==> config.mk <==
export PLATFORM = sky130hd
export DESIGN_NAME = screen_compositor
export DESIGN_NICKNAME = d
export VERILOG_FILES = /design/src/rtl/oled_pkg.sv /design/src/rtl/raster_counter.sv /design/src/rtl/screen_compositor.sv
export SDC_FILE = /design/constraint.sdc
export NUM_CORES = 1
export LEC_CHECK = 0
export BUFFER_PORTS_ARGS = -buffer_cell sky130_fd_sc_hd__buf_4
export CORE_MARGIN = 1.5
export CORE_UTILIZATION = 40
export DETAILED_ROUTE_END_ITERATION = 8
export PLACE_DENSITY = 0.68
export SLEW_MARGIN = 5
export SYNTH_ARGS = -nofsm -noshare
export SYNTH_HDL_FRONTEND = slang
export SYNTH_SLANG_ARGS = --single-unit
==> constraint.sdc <==
create_clock -name clk -period 4.65 [get_ports clk]
set_input_delay 0.93 -clock clk [delete_from_list [all_inputs] [get_ports clk]]
set_output_delay 0.93 -clock clk [all_outputs]
set_load 0.01 [all_outputs]
==> src/rtl/oled_pkg.sv <==
// Shared constants, colours and types for the OLED compositing path.
package oled_pkg;

  localparam int unsigned OLED_W    = 96;
  localparam int unsigned OLED_H    = 64;
  localparam int unsigned PIX_COUNT = OLED_W * OLED_H;

  // RGB565 colour constants
  localparam logic [15:0] COLOR_BLACK = 16'h0000;
  localparam logic [15:0] COLOR_RED   = 16'hF800;
  localparam logic [15:0] COLOR_GREEN = 16'h07E0;
  localparam logic [15:0] COLOR_BLUE  = 16'h001F;
  localparam logic [15:0] COLOR_WHITE = 16'hFFFF;

  typedef enum logic [1:0] {
    StIdle,
    StArm,
    StWipe
  } comp_state_e;

  // Advance the wipe boundary by one step, saturating at the screen width.
  function automatic logic [6:0] wipe_next(input logic [6:0] col, input int unsigned step);
    logic [7:0] sum;
    sum = {1'b0, col} + 8'(step);
    if (sum >= 8'(OLED_W)) begin
      return 7'(OLED_W);
    end
    return sum[6:0];
  endfunction

endpackage

==> src/rtl/raster_counter.sv <==
// Raster scan counter: clears on frame start, steps once per served pixel request.
module raster_counter
  import oled_pkg::*;
(
  input  logic       clk,
  input  logic       reset,
  input  logic       frame_begin,
  input  logic       step,
  output logic [6:0] x,
  output logic [5:0] y
);

  // Column/row register; frame_begin takes priority over a step.
  always_ff @(posedge clk or posedge reset) begin
    if (reset) begin
      x <= '0;
      y <= '0;
    end else if (frame_begin) begin
      x <= '0;
      y <= '0;
    end else if (step) begin
      if (x == 7'(OLED_W - 1)) begin
        x <= '0;
        y <= (y == 6'(OLED_H - 1)) ? 6'd0 : y + 6'd1;
      end else begin
        x <= x + 7'd1;
      end
    end
  end

endmodule

==> src/rtl/screen_compositor.sv <==
// Composites current/next screen colours with a left-to-right column wipe
// and owns the active screen selection.
module screen_compositor
  import oled_pkg::*;
#(
  parameter int unsigned NUM_SCREENS = 10,
  parameter int unsigned WIPE_STEP   = 4,
  parameter int unsigned SEL_W       = 4
) (
  input  logic             clk,
  input  logic             reset,
  input  logic             frame_begin,
  input  logic             pix_req,
  input  logic             advance,
  input  logic [15:0]      cur_data,
  input  logic [15:0]      nxt_data,
  output logic [6:0]       x,
  output logic [5:0]       y,
  output logic [SEL_W-1:0] cur_sel,
  output logic [SEL_W-1:0] nxt_sel,
  output logic [15:0]      oled_data,
  output logic             pix_valid,
  output logic             busy,
  output logic [7:0]       frame_cnt
);

  comp_state_e      state_q, state_d;
  logic [6:0]       wipe_col_q, wipe_col_d;
  logic [SEL_W-1:0] cur_sel_q, cur_sel_d;
  logic [SEL_W-1:0] nxt_sel_q, nxt_sel_d;
  logic [SEL_W-1:0] sel_inc;
  logic             serve;
  logic [15:0]      pix_color;

  // A request coinciding with frame_begin is dropped.
  assign serve = pix_req & ~frame_begin;

  raster_counter u_raster (
    .clk         (clk),
    .reset       (reset),
    .frame_begin (frame_begin),
    .step        (serve),
    .x           (x),
    .y           (y)
  );

  // Next screen index, wrapping at the last screen.
  always_comb begin
    sel_inc = cur_sel_q + 1'b1;
    if (cur_sel_q == SEL_W'(NUM_SCREENS - 1)) begin
      sel_inc = '0;
    end
  end

  // Transition FSM next-state, wipe boundary and select update.
  always_comb begin
    state_d    = state_q;
    wipe_col_d = wipe_col_q;
    cur_sel_d  = cur_sel_q;
    nxt_sel_d  = nxt_sel_q;
    unique case (state_q)
      StIdle: begin
        if (advance) begin
          state_d    = StArm;
          nxt_sel_d  = sel_inc;
          wipe_col_d = '0;
        end
      end
      StArm: begin
        if (frame_begin) begin
          state_d = StWipe;
        end
      end
      StWipe: begin
        if (frame_begin) begin
          // One full frame of the next screen is shown before handing over.
          if (wipe_col_q == 7'(OLED_W)) begin
            cur_sel_d  = nxt_sel_q;
            state_d    = StIdle;
            wipe_col_d = '0;
          end else begin
            wipe_col_d = wipe_next(wipe_col_q, WIPE_STEP);
          end
        end
      end
      default: begin
        state_d = StIdle;
      end
    endcase
  end

  // FSM, wipe and select state registers.
  always_ff @(posedge clk or posedge reset) begin
    if (reset) begin
      state_q    <= StIdle;
      wipe_col_q <= '0;
      cur_sel_q  <= '0;
      nxt_sel_q  <= '0;
    end else begin
      state_q    <= state_d;
      wipe_col_q <= wipe_col_d;
      cur_sel_q  <= cur_sel_d;
      nxt_sel_q  <= nxt_sel_d;
    end
  end

  // Column left of the wipe boundary shows the incoming screen.
  always_comb begin
    pix_color = cur_data;
    if ((state_q == StWipe) && (x < wipe_col_q)) begin
      pix_color = nxt_data;
    end
  end

  // Pixel output, handshake and frame counter registers.
  always_ff @(posedge clk or posedge reset) begin
    if (reset) begin
      oled_data <= COLOR_BLACK;
      pix_valid <= 1'b0;
      frame_cnt <= '0;
    end else begin
      pix_valid <= serve;
      if (serve) begin
        oled_data <= pix_color;
      end
      if (frame_begin) begin
        frame_cnt <= frame_cnt + 8'd1;
      end
    end
  end

  assign cur_sel = cur_sel_q;
  assign nxt_sel = nxt_sel_q;
  assign busy    = (state_q != StIdle);

endmodule

==> impl_metrics.csv <==
group,metric,value,unit
final_layout,n_antenna_cell,0,
clocking,post-cts-setup-buffers,0,
logic_synthesis,syn_nets,331,
final_layout,fin_area,0.00352,sq mm
placed_design,hpwl,4.54,mm
clocking,htreeDepth,2,
job,maxCapViolCount,0,
sta,fmax,0.413,GHz
routing,drt_iter0_drc,69,
sta,final.setup.tns,0,ns
floorplanning,die_height,85.9,um
sta,period_share,52.1,%
routing,drc_errors,0,
logic_synthesis,synth_edf_count,0,
sta,relSlewSlack,22.3,%
clocking,cts_tree,"built",
clocking,numCtsBuffers,5,
final_layout,fillers,622,
logic_synthesis,ys_warn_count,0,
grt,grt_max_degree,43,
grt,grt.total_usage,17.8,%
power,p_per_area,406,mW/mm^2
clocking,cts.clk_slew.worst_paths,0.09,ns
logic_synthesis,yosysMostFrequentCell,"dfrtp_1",
grt,grt_remaining_overflow,0,
logic_synthesis,syn_avg_cell_area,9.71,sq um
final_layout,area_growth,28.1,%
power,irDropWorstVdd,0.000170,V
grt,grt_pass1_vias,2331,
sta,period_minus_slack,2.42,ns
power,p_leak,1.62,nW
floorplanning,die_area,0.00738,sq mm
setup_path,worst_ep_arrival_time,2.65,ns
setup_path,crit_fanout,16,
hold_path,holdCritPathClass,"flop to flop",
run_status,status,"completed",
sta,setup_viol,0,
clocking,clock_path_buffers,2,
logic_synthesis,synth_ff_type,"dfrtp_1",
final_layout,drive_gt1_share,29.0,%
floorplanning,fp-row-count,30,
floorplanning,coreArea,0.00672,sq mm
logic_synthesis,synth-compound-area-share,16.2,%
clocking,cts_root_buf,"clkbuf_8",
sta,tightest_slew,1.17,ns
logic_synthesis,ys_seq_area_share,48.2,%
logic_synthesis,ys_top_cells_by_count,"53 x dfrtp_1, 32 x nor2_1, 21 x nand3_1, 21 x o21ai_0, 19 x a31oi_1",
clocking,postCtsHoldBufs,0,
logic_synthesis,synth_top_area_share,48.2,%
clocking,cts_resized,0,
logic_synthesis,syn-cell-area,0.00275,sq mm
routing,dr.pass1.iters,4,
placed_design,io_buffers,83,
setup_path,critPathLaunchType,"flop",
logic_synthesis,synth.area.top_cells,"dfrtp_1 48%, ha_1 5.0%, nor2_1 4.4%, a31oi_1 4.3%, nand3_1 3.8%",
placed_design,dpl_cell_area,0.00343,sq mm
logic_synthesis,synthAdderAreaFrac,5.01,%
logic_synthesis,synth_top_family_by_area,"simple AND/OR/NAND/NOR gates",
routing,post_drt_wl_per_cell,14.1,um
floorplanning,die_w,85.9,um
clocking,cts_sinks,53,
placed_design,gp_congestion,0.804,
grt,antenna_found_initial,0,
logic_synthesis,synthMuxAreaShare,5.01,%
routing,via_per_inst,5.39,
routing,wirelength,6.23,mm
floorplanning,initial_core_util,40.9,%
setup_path,critical_path_class,"flop to flop",
sta,clock_skew,0.00894,ns
logic_synthesis,synth_xor_area_share,3.50,%
clocking,clk_latency,0.31,ns
logic_synthesis,synth-async-reset-ratio,100,%
placed_design,post-place-cells,435,
sta,hold_viol,0,
grt,grt_first_pass_wirelength,10.6,mm
logic_synthesis,synth_seq_cells,53,
final_layout,nets,410,
logic_synthesis,synth.distinct_cells,47,
sta,final_max_slew_viol_count,0,
floorplanning,io_pins,84,
logic_synthesis,synthSimpleGateAreaFrac,18.6,%
routing,ant_nets,0,
final_layout,final_cells,442,
sta,rsz0062_at_grt,"false",
logic_synthesis,synth_area_leader_cell,"dfrtp_1",
setup_path,critPathCaptureType,"flop",
routing,routed-via-count,2384,
setup_path,required,4.88,ns
logic_synthesis,syn_inst,283,
[state kept, by name, indices dropped and copies added, names as in the netlist]
signal,cells
pix_valid,1
wipe_col_q,5
oled_data,16
u_raster.x,7
frame_cnt,8
nxt_sel,4
state_q,2
u_raster.y,6
cur_sel,4
[cell families (layout without fill, tap and decap cells)]
family                   after synthesis  after routing
AO/OA/AOI/OAI                         71             71
AND/OR/NAND/NOR                      100            100
XOR/XNOR                              11             11
buffers and inverters                 24            103
adder cells (fa/ha/maj)               11             11
flip-flops                            53             53
multiplexers                          13             13
[stage by stage]
step | util, % | setup slack, ns | total power [mW] | hold slack [ns]
2_1_floorplan | - | 2.43 | 0.948 | 0.483
3_3_place_gp | 51.1 | 2.28 | 1.16 | 0.463
3_5_place_dp | 51.1 | 2.20 | 1.18 | 0.484
4_1_cts | 52.4 | 2.29 | 1.45 | 0.497
5_1_grt | 52.4 | 2.03 | 1.53 | 0.536
6_report | 52.4 | 2.23 | 1.43 | 0.494
[placed cells by master (no fill, tap or decap), drive strengths merged, types with 2 or more instances in the layout]
master,instances
nand3b,3
nand3,22
nand4,6
and3,4
o41ai,2
a31oi,19
xor2,7
or2,2
a21oi,13
clkbuf,6
buf,84
o31ai,2
and2,2
ha,11
nor2b,3
nand2b,2
inv,12
nand2,16
o21ai,23
xnor2,4
o211ai,2
mux2i,7
nor2,32
dfrtp,53
mux2,6
[final cells by class]
cell class / count / area [sq um] / share of cell area (%)
multi-input combinational: 206 / 1330 / 37.8
sequential: 53 / 1330 / 37.7
timing repair buffer: 84 / 631 / 17.9
tap: 80 / 100 / 2.84
clock buffer: 6 / 82.6 / 2.34
inverter: 12 / 45.0 / 1.28
clock inverter: 1 / 7.51 / 0.213
[where the power goes]
group	switching [mW]	internal (mW)	total, mW
registers	0.0881	0.552	0.640
logic	0.290	0.237	0.527
clock network	0.145	0.118	0.263
total	0.523	0.907	1.43
[critical path, cell delays in order (launching register included)]
cell     delay, ns
dfrtp_1       0.44
inv_1         0.10
ha_1          0.36
nand2_1       0.09
a21oi_1       0.89
o21ai_0       0.24
a31oi_1       0.23
[worst paths after layout]
| kind | from | to | slack, ns | depth (start not counted) |
|---|---|---|---|---|
| max | wipe_col_q[6] | oled_data[15] | 2.23 | 6 |
| min | frame_cnt[7] | frame_cnt[7] | 0.49 | 1 |
| max reg2reg | wipe_col_q[6] | oled_data[15] | 2.23 | 6 |
| min reg2reg | frame_cnt[7] | frame_cnt[7] | 0.49 | 1 |
| max in group asynchronous | reset | wipe_col_q[2] | 3.32 | 3 |
| min in group asynchronous | reset | cur_sel[2] | 0.54 | 2 |
[layer usage]
layer	wire, um	GRT usage (%)
met3	225	3.85
met5	0	0
met1	2700	22.2
met4	102	5.72
met2	3210	30.9
Note: power is estimated with default switching activity, not from simulation.
